### src/rtl/uart_pkg.sv
// Shared types, defaults and helpers for the UART receive path.
package uart_pkg;

   localparam int unsigned DEF_DATA_WIDTH = 8;
   localparam int unsigned DEF_BAUD_RATE  = 115200;
   localparam int unsigned DEF_CLK_FREQ   = 100_000_000;

   typedef enum logic [1:0] {
      STT_IDLE,
      STT_START,
      STT_DATA,
      STT_STOP
   } rx_state_e;

   // Number of system clocks per line bit.
   function automatic int unsigned pulse_width(input int unsigned clk_freq,
                                               input int unsigned baud_rate);
      return clk_freq / baud_rate;
   endfunction

endpackage

### src/rtl/uart_rx_sync.sv
// Two-flop synchroniser for an asynchronous single-bit input.
module uart_rx_sync #(
   parameter logic RESET_VAL = 1'b1
) (
   input  logic clk,
   input  logic rst,
   input  logic d,
   output logic q
);

   logic meta_q;

   // Metastability filter: d -> meta_q -> q.
   always_ff @(posedge clk or posedge rst) begin
      if (rst) begin
         meta_q <= RESET_VAL;
         q      <= RESET_VAL;
      end else begin
         meta_q <= d;
         q      <= meta_q;
      end
   end

endmodule

### src/rtl/uart_rx.sv
// 8N1 serial receiver: oversampling FSM, shift register and 1-entry output buffer.
module uart_rx
   import uart_pkg::*;
#(
   parameter int unsigned DATA_WIDTH = DEF_DATA_WIDTH,
   parameter int unsigned BAUD_RATE  = DEF_BAUD_RATE,
   parameter int unsigned CLK_FREQ   = DEF_CLK_FREQ
) (
   input  logic                  clk,
   input  logic                  rst,
   input  logic                  rx_sig,
   output logic [DATA_WIDTH-1:0] data_to_sink,
   output logic                  valid_to_sink,
   input  logic                  ready_from_sink,
   output logic                  frame_err,
   output logic                  overrun_err
);

   localparam int unsigned PULSE_WIDTH      = pulse_width(CLK_FREQ, BAUD_RATE);
   localparam int unsigned HALF_PULSE_WIDTH = PULSE_WIDTH / 2;
   localparam int unsigned CNT_W            = $clog2(PULSE_WIDTH) + 1;
   localparam int unsigned BIT_W            = $clog2(DATA_WIDTH);

   localparam logic [CNT_W-1:0] FULL_LOAD = CNT_W'(PULSE_WIDTH - 1);
   localparam logic [CNT_W-1:0] HALF_LOAD = CNT_W'(HALF_PULSE_WIDTH - 1);
   localparam logic [BIT_W-1:0] LAST_BIT  = BIT_W'(DATA_WIDTH - 1);

   logic                  rx_s;
   rx_state_e             state_q, state_d;
   logic [CNT_W-1:0]      clk_cnt_q, clk_cnt_d;
   logic [BIT_W-1:0]      bit_cnt_q, bit_cnt_d;
   logic [DATA_WIDTH-1:0] shift_q, shift_d;
   logic                  armed_q, armed_d;
   logic                  done_ok, done_bad;
   logic [DATA_WIDTH-1:0] data_d;
   logic                  valid_d, frame_err_d, overrun_err_d;

   uart_rx_sync #(
      .RESET_VAL (1'b1)
   ) u_sync (
      .clk (clk),
      .rst (rst),
      .d   (rx_sig),
      .q   (rx_s)
   );

   // Frame FSM: start-bit qualification, mid-bit data sampling, stop-bit check.
   always_comb begin
      state_d   = state_q;
      clk_cnt_d = clk_cnt_q;
      bit_cnt_d = bit_cnt_q;
      shift_d   = shift_q;
      armed_d   = armed_q;
      done_ok   = 1'b0;
      done_bad  = 1'b0;
      case (state_q)
         STT_IDLE: begin
            // armed_q means the line has been seen high since the last frame,
            // so a held-low line (break) cannot retrigger.
            if (rx_s) begin
               armed_d = 1'b1;
            end else begin
               armed_d = 1'b0;
               if (armed_q) begin
                  state_d   = STT_START;
                  clk_cnt_d = HALF_LOAD;
               end
            end
         end
         STT_START: begin
            if (clk_cnt_q != '0) begin
               clk_cnt_d = clk_cnt_q - 1'b1;
            end else if (!rx_s) begin
               state_d   = STT_DATA;
               bit_cnt_d = '0;
               clk_cnt_d = FULL_LOAD;
            end else begin
               // Line back high at mid start bit: glitch, drop silently.
               state_d = STT_IDLE;
               armed_d = 1'b1;
            end
         end
         STT_DATA: begin
            if (clk_cnt_q != '0) begin
               clk_cnt_d = clk_cnt_q - 1'b1;
            end else begin
               shift_d[bit_cnt_q] = rx_s;
               clk_cnt_d          = FULL_LOAD;
               if (bit_cnt_q == LAST_BIT) begin
                  state_d = STT_STOP;
               end else begin
                  bit_cnt_d = bit_cnt_q + 1'b1;
               end
            end
         end
         STT_STOP: begin
            if (clk_cnt_q != '0) begin
               clk_cnt_d = clk_cnt_q - 1'b1;
            end else begin
               state_d  = STT_IDLE;
               armed_d  = rx_s;
               done_ok  = rx_s;
               done_bad = ~rx_s;
            end
         end
         default: state_d = STT_IDLE;
      endcase
   end

   // Output buffer: load on good frame, drop and flag overrun if still occupied.
   always_comb begin
      data_d        = data_to_sink;
      valid_d       = valid_to_sink;
      frame_err_d   = done_bad;
      overrun_err_d = 1'b0;
      if (done_ok) begin
         if (!valid_to_sink || ready_from_sink) begin
            data_d  = shift_q;
            valid_d = 1'b1;
         end else begin
            overrun_err_d = 1'b1;
         end
      end else if (valid_to_sink && ready_from_sink) begin
         valid_d = 1'b0;
      end
   end

   // State and output registers.
   always_ff @(posedge clk or posedge rst) begin
      if (rst) begin
         state_q       <= STT_IDLE;
         clk_cnt_q     <= '0;
         bit_cnt_q     <= '0;
         shift_q       <= '0;
         armed_q       <= 1'b0;
         data_to_sink  <= '0;
         valid_to_sink <= 1'b0;
         frame_err     <= 1'b0;
         overrun_err   <= 1'b0;
      end else begin
         state_q       <= state_d;
         clk_cnt_q     <= clk_cnt_d;
         bit_cnt_q     <= bit_cnt_d;
         shift_q       <= shift_d;
         armed_q       <= armed_d;
         data_to_sink  <= data_d;
         valid_to_sink <= valid_d;
         frame_err     <= frame_err_d;
         overrun_err   <= overrun_err_d;
      end
   end

endmodule

### config.mk
export PLATFORM = sky130hd
export DESIGN_NAME = uart_rx
export DESIGN_NICKNAME = d
export VERILOG_FILES = /design/src/rtl/uart_pkg.sv /design/src/rtl/uart_rx_sync.sv /design/src/rtl/uart_rx.sv
export SDC_FILE = /design/constraint.sdc
export NUM_CORES = 1
export LEC_CHECK = 0
export ABC_AREA = 1
export CORE_MARGIN = 1
export CORE_UTILIZATION = 60
export DETAILED_ROUTE_END_ITERATION = 16
export PLACE_DENSITY = 0.86
export SLEW_MARGIN = 25
export SYNTH_ARGS = -nofsm -noshare
export SYNTH_HDL_FRONTEND = slang
export SYNTH_SLANG_ARGS = --single-unit
### constraint.sdc
create_clock -name clk -period 2.6 [get_ports clk]
set_input_delay 0.78 -clock clk [delete_from_list [all_inputs] [get_ports clk]]
set_output_delay 0.78 -clock clk [all_outputs]
set_load 0.1 [all_outputs]
==> flow_summary.toml, run 1 <==
[grt]
grt-ovfl-total = 0
grt_max_degree = 39
grt_pass1_vias = 1739
grt_pass1_wl_um = 7620
grtUsageTotal_pct = 24.7
antenna_found_initial = 0

[worst_setup_path]
cp.arrival_ps = 2080
critPathTopFamily = "flip-flops"
cp_slowest_cell = "dfrtp_1"
cp_max_fo = 6
critical_path_required_ps = 2790
cpMostUsedCell = "nand2_1"
cp-start-kind = "flop"
path_cells = "inv_1 > ha_1 > inv_1 > nor2_1 > a21oi_1 > a21boi_2 > nand2_1 > nand2_1 > nand2_1"
end_kind = "flop"
path_buf_inv = 2
crit_path_max_incr_delay_ps = 460
worstSetupPathType = "flop to flop"

[power_and_ir_drop]
vdd_ir_drop_max_uv = 735
powerDensity_nw_per_um2 = 867
report.power.total_w = 0.00218
p_leak_nw = 1.24

[drt]
wl_per_cell_um = 12.1
wl_um = 4140
vias_per_cell = 5.17
vias = 1774
dr.pass1.iters = 4
drc = 0
postRouteAntennaNets = 0
drt_iter0_markers = 100

[clock_tree]
cts_resized = 0
clkSinkCount = 38
clk_transition_reported_paths_ps = 80
root_buffer = "clkbuf_8"
cts_made_buffers = 5
cts_tree = "done"
postCtsHoldBufs = 0
cts_setup_buffers = 0
clk_latency_ps = 290
h-tree-depth = 2
clockBufferDepth = 2

[timing]
tightest_slew_ps = 470
rsz0062_at_grt = "no"
fin_crit_sh_pct = 72.6
report.final.slew_viol_count = 0
fmax_mhz = 530
post-route-min-period_ps = 1890
skew_ps = 8.30
hold_violations = 0
setup_viol = 0
tns_ps = 0
slew_headroom_pct = 68.6

[worst_hold_path]
hold_path_class = "flop to flop"

[floorplanning]
design.die.area_um2 = 3980
fp.dieH_um = 63.1
start_util_pct = 65.0
row_count = 21
io_pins = 15
die_x_um = 63.1
core_area_um2 = 3440

[cells_and_area]
layout.nets = 310
finalNonFillerCells = 343
syn2layout_area_growth_pct = 12.1
drive_gt1_share_pct = 18.2
num_antenna_cells = 0

[synth]
syn_avg_cell_area_um2 = 8.11
ys_seq_elements = 38
synthesis.area_um2 = 2240
synth_fp_nets = 290
synth_cell_type_count = 29
ys_seq_area_share_pct = 42.6
syn_inst = 276
ys_warn_count = 0

[run]
cap_violations = 0

[placed_design]
dpl.hpwl_um = 3040
gp_congestion = 0.918
place_inst = 335
io_buffers = 14

[status]
status = "complete, no violations"
-- cells by family after synthesis --
family,Yosys count,synth area share [%]
AO/OA/AOI/OAI,39,10.5
XOR/XNOR,4,1.56
adder cells (fa/ha/maj),10,5.59
buffers and inverters,41,7.66
flip-flops,38,42.6
AND/OR/NAND/NOR,144,32.1
-- power breakdown --
part           leakage [nW]  internal [W]  switching (W)
combinational         0.679      0.000301       0.000592
sequential            0.502      0.000669      0.0000947
clock                0.0585      0.000313       0.000208
-- flip-flops by register name, indices dropped and copies added, names as in the netlist, 3 cells and up, named ones only --
register	flops
bit_cnt_q	3
clk_cnt_q	11
data_to_sink	8
shift_q	8
-- synth_stat cells --
cell,number,area share (%)
o21bai_1,1,0.34
nand3_1,19,4.2
ha_1,10,5.6
nand3_2,2,0.89
a21oi_1,7,1.6
nor2_8,1,0.89
nor3_1,4,0.89
nand2_4,3,1.5
o21ai_1,10,2.2
buf_6,2,1.0
dfrtp_1,36,40
nand3_4,2,1.6
inv_4,1,0.28
inv_2,2,0.34
nand4_1,4,1.1
a21boi_2,1,0.50
nand3b_1,1,0.34
nor2_4,3,1.5
nand2_2,4,1.1
o21ai_2,8,3.1
nor2_2,4,1.1
dfstp_2,2,2.3
inv_1,36,6.0
nor3_4,1,0.73
nor2_1,22,3.7
o21ai_0,12,2.7
or2_2,1,0.28
nand2_1,73,12
xor2_1,4,1.6
-- metal layers --
layer	global-route usage (%)	share of wire [%]	wire length [µm]	up-vias
met5	0	0	0	-
met4	10.2	0.92	38	0
met3	5.25	4.4	182	3
met2	40.1	47	1960	38
met1	31.8	47	1950	815
li1	-	-	-	918
-- layout make-up --
cell class / instances / area, µm²
clock inverter: 1 / 30.0
inverter: 39 / 149
tap: 46 / 57.6
multi-input combinational: 197 / 1110
fill: 266 / 932
sequential: 38 / 953
clock buffer: 7 / 86.3
timing repair buffer: 15 / 120
-- per-stage QoR --
step / setup slack, ps / hold WS (ps) / instance area, µm² / util (%)
global placement: 686 / 346 / 2390 / 69.5
finish: 712 / 360 / 2510 / 72.9
detailed placement: 653 / 348 / 2390 / 69.5
floorplan: 909 / 345 / 2240 / -
global route: 591 / 367 / 2510 / 72.9
CTS: 720 / 362 / 2510 / 72.9
-- path summary, 6_finish.rpt --
| path | from | to | slack, ps | depth (start not counted) |
|---|---|---|---|---|
| setup / recovery | state_q[0] | state_q[0] | 710 | 9 |
| hold / removal | u_sync.meta_q | u_sync.q | 360 | 0 |
| setup reg to reg | state_q[0] | state_q[0] | 710 | 9 |
| hold reg to reg | u_sync.meta_q | u_sync.q | 360 | 0 |
| max in group asynchronous | rst | u_sync.q | 1350 | 3 |
| min in group asynchronous | rst | state_q[0] | 900 | 3 |
-- cell usage in the layout (no fill, tap or decap), types with 2 or more instances in the layout --
master and count:
ha_1 10, inv_2 2, nand2_2 4, nand3_1 19
nand2_4 3, nor3_1 4, buf_4 12, clkdlybuf4s50_1 3
dfrtp_1 36, nand2_1 73, a21oi_1 7, clkbuf_8 6
nand3_4 2, o21ai_0 12, nand3_2 2, inv_1 36
nand4_1 4, dfstp_2 2, nor2_4 3, o21ai_1 10
xor2_1 4, nor2_1 22, nor2_2 4, o21ai_2 8
Power figures use the tool's default switching activity.
==> run 2: changes to the inputs <==
--- a/config.mk
+++ b/config.mk
@@ -7,9 +7,9 @@
 export LEC_CHECK = 0
 export ABC_AREA = 1
 export CORE_MARGIN = 1
-export CORE_UTILIZATION = 60
+export CORE_UTILIZATION = 59
 export DETAILED_ROUTE_END_ITERATION = 16
-export PLACE_DENSITY = 0.86
+export PLACE_DENSITY = 0.85
 export SLEW_MARGIN = 25
 export SYNTH_ARGS = -nofsm -noshare
 export SYNTH_HDL_FRONTEND = slang
==> constraint.sdc (replaced) <==
create_clock -name clk -period 2 [get_ports clk]
set_input_delay 0.6 -clock clk [delete_from_list [all_inputs] [get_ports clk]]
set_output_delay 0.6 -clock clk [all_outputs]
set_load 0.1 [all_outputs]
==> run 2 against run 1 <==
Critical path type unchanged. Design area increased by 6.7%. Sequential power increased by 30%. Critical path depth unchanged. Global-route usage increased by 0.19 points.
==> flow_summary.toml, run 2 (synthesized netlist as in run 1, its figures left out) <==
[clock_tree]
cts_tree = "done"
clockBufferDepth = 2
cts_resized = 0
cts_setup_buffers = 0
h-tree-depth = 2
clkSinkCount = 38
cts_made_buffers = 5
postCtsHoldBufs = 0
clk_transition_reported_paths_ps = 70
root_buffer = "clkbuf_8"
clk_latency_ps = 300

[run]
cap_violations = 0

[cells_and_area]
final_cell_mix = "nand2_1, inv_1, dfrtp_1, nor2_1, nand3_1"
finalNonFillerCells = 348
final_common_cell = "nand2_1"
layout.nets = 313
regMostFlops = "clk_cnt_q"
num_antenna_cells = 0
largest_reg_flops = 11
drive_gt1_share_pct = 19.3
reg_top3 = "clk_cnt_q (11), data_to_sink (8), shift_q (8)"
syn2layout_area_growth_pct = 19.6

[status]
status = "complete, no violations"

[floorplanning]
die_x_um = 63.6
fp.dieH_um = 63.6
row_count = 22
io_pins = 15
core_area_um2 = 3660
design.die.area_um2 = 4040
start_util_pct = 61.1

[grt]
grt_max_degree = 39
antenna_found_initial = 0
grt_pass1_vias = 1794
grt_pass1_wl_um = 7740
grt-ovfl-total = 0
grtUsageTotal_pct = 24.9

[placed_design]
gp_congestion = 0.863
place_inst = 340
dpl.hpwl_um = 3250
io_buffers = 14

[drt]
wl_per_cell_um = 12.6
wl_um = 4380
vias = 1857
dr.pass1.iters = 4
drt_iter0_markers = 95
vias_per_cell = 5.34
drc = 0
postRouteAntennaNets = 0

[power_and_ir_drop]
powerDensity_nw_per_um2 = 1060
vdd_ir_drop_max_uv = 776
p_leak_nw = 1.29

[worst_setup_path]
cp_max_fo = 6
end_kind = "flop"
critical_path_required_ps = 2190
worstSetupPathType = "flop to flop"
reg2reg_slack_ps = 180
cp.arrival_ps = 2000
cp-start-kind = "flop"

[timing]
setup_viol = 0
rsz0062_at_grt = "no"
tightest_slew_ps = 399
report.final.slew_viol_count = 0
skew_ps = 7.24
hold_violations = 0
fmax_mhz = 550
tns_ps = 0
fin_crit_sh_pct = 90.8
post-route-min-period_ps = 1820
slew_headroom_pct = 73.2

[worst_hold_path]
hold_path_class = "flop to flop"
## run 2: cell types whose count changed in the layout (fill, tap and decap cells not counted)
cell | previous run | this run
buf_12 | 0 | 12
buf_4 | 12 | 3
clkinv_2 | 0 | 2
clkbuf_1 | 1 | 0
clkbuf_8 | 6 | 5
## run 2: where the power goes
part	total [W]	internal (W)	switching [W]
logic	0.00120	0.000424	0.000780
registers	0.000996	0.000869	0.000127
clock network	0.000641	0.000367	0.000275
## run 2: final timing paths
kind | startpoint | endpoint | cells past startpoint
setup / recovery | state_q[0] | state_q[0] | 9
hold / removal | u_sync.meta_q | u_sync.q | 0
setup reg to reg | state_q[0] | state_q[0] | 9
hold reg to reg | u_sync.meta_q | u_sync.q | 0
max in group asynchronous | rst | u_sync.meta_q | 3
min in group asynchronous | rst | shift_q[7] | 3
## run 2: area by class of cell
| type | instances | area [µm²] |
|---|---|---|
| Sequential cell | 38 | 953 |
| Fill cell | 251 | 983 |
| Timing Repair Buffer | 18 | 293 |
| Multi-Input combinational cell | 197 | 1110 |
| Tap cell | 48 | 60.1 |
| Clock buffer | 5 | 68.8 |
| Clock inverter | 3 | 40.0 |
| Inverter | 39 | 149 |
## run 2: layer usage
metal | global-route usage (%) | up-vias | wire [µm]
met3 | 6.16 | 9 | 212
li1 | - | 922 | -
met1 | 32.0 | 876 | 1930
met5 | 0 | - | 0
met4 | 10.5 | 0 | 75
met2 | 39.6 | 50 | 2160
## run 2: through the flow
stage | cell area, µm² | util [%] | setup WS [ps] | total power, W | hold slack [ps]
after floorplan | 2240 | - | 322 | 0.00192 | 345
after global placement | 2570 | 70.2 | 266 | 0.00215 | 346
after detailed placement | 2570 | 70.2 | 199 | 0.00219 | 349
after CTS | 2680 | 73.1 | 191 | 0.00284 | 360
after global routing | 2680 | 73.1 | 43.4 | 0.00307 | 361
final | 2680 | 73.1 | 183 | 0.00284 | 358
## run 2: worst max-delay path, stage by stage, from the launching register on
cell and delay [ps]:
dfrtp_1 440, inv_1 140, ha_1 270, inv_1 200, nor2_1 90, a21oi_1 160, a21boi_2 230, nand2_1 70
nand2_1 60, nand2_1 50
==> run 3: changes to the inputs <==
==> constraint.sdc (replaced) <==
create_clock -name clk -period 2 [get_ports clk]
set_input_delay 0.6 -clock clk [delete_from_list [all_inputs] [get_ports clk]]
set_output_delay 0.6 -clock clk [all_outputs]
set_load 0.005 [all_outputs]
==> run 3 against run 2 <==
Core utilization is 3.4 points lower. Worst hold slack better by 1.0 ps. Maximum frequency is 0.67% higher. Flip-flop and latch count stayed put. Wire length is 3.3% lower. First-iteration DRC count is 39% lower. Combinational power hardly changed. Power is 3.1% lower. Clock power is 13% lower. Global-route usage is 0.96 points lower. Critical path type unchanged. Highest routed layer unchanged.
==> flow_summary.toml, run 3 (synthesized netlist as in run 1, its figures left out) <==
[timing]
tightest_slew_ps = 395
post-route-min-period_ps = 1800
skew_ps = 8.35
fin_ws_ps = 195
setup_viol = 0
slew_headroom_pct = 73.5
report.final.slew_viol_count = 0
rsz0062_at_grt = "no"
fin_crit_sh_pct = 90.2
hold_violations = 0
tns_ps = 0
fmax_mhz = 554

[placed_design]
dp_slack_ps = 223
io_buffers = 14
place_inst = 340
gp_congestion = 0.883
dpl.hpwl_um = 3100
dpl_cell_area_um2 = 2460

[clock_tree]
clockBufferDepth = 2
clk_transition_reported_paths_ps = 80
cts_made_buffers = 5
postCtsHoldBufs = 0
clk_latency_ps = 300
root_buffer = "clkbuf_8"
cts_resized = 0
clkSinkCount = 38
h-tree-depth = 2
cts_setup_buffers = 0
cts_tree = "done"

[worst_setup_path]
path_buf_inv = 2
end_kind = "flop"
worstSetupPathType = "flop to flop"
critPathTopFamily = "flip-flops"
path_cells = "inv_1 > ha_1 > inv_1 > nor2_1 > a21oi_1 > a21boi_2 > nand2_1 > nand2_1 > nand2_1"
cp-start-kind = "flop"
crit_start = "state_q[0]"
critical_path_required_ps = 2190
crit_path_max_incr_delay_ps = 440
r2r_start = "state_q[0]"
reg2reg_depth = 9
cp_slowest_cell = "dfrtp_1"
cp_max_fo = 6
reg2reg_slack_ps = 200
reg2reg_to = "state_q[0]"
cp.arrival_ps = 2000
cpMostUsedCell = "nand2_1"

[grt]
grt_max_degree = 39
grt-ovfl-total = 0
grt_pass1_vias = 1669
grtUsageTotal_pct = 23.9
antenna_found_initial = 0
grt_pass1_wl_um = 7330

[power_and_ir_drop]
report.power.total_w = 0.00275
vdd_ir_drop_max_uv = 772
p_leak_nw = 1.23
powerDensity_nw_per_um2 = 1080

[cells_and_area]
final_common_cell = "nand2_1"
largest_reg_flops = 11
final_cell_mix = "nand2_1, inv_1, dfrtp_1, nor2_1, nand3_1"
reg_top3 = "clk_cnt_q (11), data_to_sink (8), shift_q (8)"
finalNonFillerCells = 348
postLayoutCellArea_um2 = 2550
num_antenna_cells = 0
drive_gt1_share_pct = 15.7
fillerInstances = 290
syn2layout_area_growth_pct = 14.1
layout.nets = 313
regMostFlops = "clk_cnt_q"

[floorplanning]
row_count = 22
fp.dieH_um = 63.6
core_area_um2 = 3660
start_util_pct = 61.1
io_pins = 15
design.die.area_um2 = 4040
die_x_um = 63.6

[drt]
vias_per_cell = 5.16
postRouteAntennaNets = 0
vias = 1794
wl_um = 4240
drc = 0
dr.pass1.iters = 4
drt_iter0_markers = 58
wl_per_cell_um = 12.2

[worst_hold_path]
whs_endpoint = "u_sync.q"
hold_path_class = "flop to flop"
worstHoldPathCells = 0
min_from = "u_sync.meta_q"

[status]
status = "complete, no violations"

[run]
cap_violations = 0
-- run 3: where the power goes --
part           switching, W  internal (W)  total, W
clock              0.000280      0.000277  0.000557
combinational      0.000781      0.000423   0.00120
sequential         0.000123      0.000869  0.000992
total               0.00118       0.00157   0.00275
-- run 3: stage by stage --
step | hold WS [ps] | util [%]
finish | 359 | 69.8
global route | 366 | 69.8
CTS | 359 | 69.8
detailed placement | 348 | 67.2
global placement | 346 | 67.2
floorplan | 345 | -
-- run 3: metal layers --
layer  vias to the layer above  wire length (µm)  GRT usage (%)
met5                         -                 0              0
met4                         0               102           12.8
met3                        11               175           6.16
met2                        42              2000           39.1
met1                       818              1960           28.6
li1                        923                 -              -
-- run 3: worst max path at each step --
stage / end / depth (start not counted)
after floorplan: data_to_sink[6] / 10
after global placement: data_to_sink[7] / 6
after detailed placement: data_to_sink[4] / 6
after CTS: data_to_sink[6] / 1
after global routing: state_q[0] / 9
final: state_q[0] / 9
-- run 3: cell type report --
type	instances	area, µm²	area share, %
timing repair buffer	18	183	7.15
multi-input combinational	197	1110	43.6
clock buffer	6	82.6	3.23
clock inverter	2	12.5	0.490
sequential	38	953	37.3
tap	48	60.1	2.35
inverter	39	149	5.83
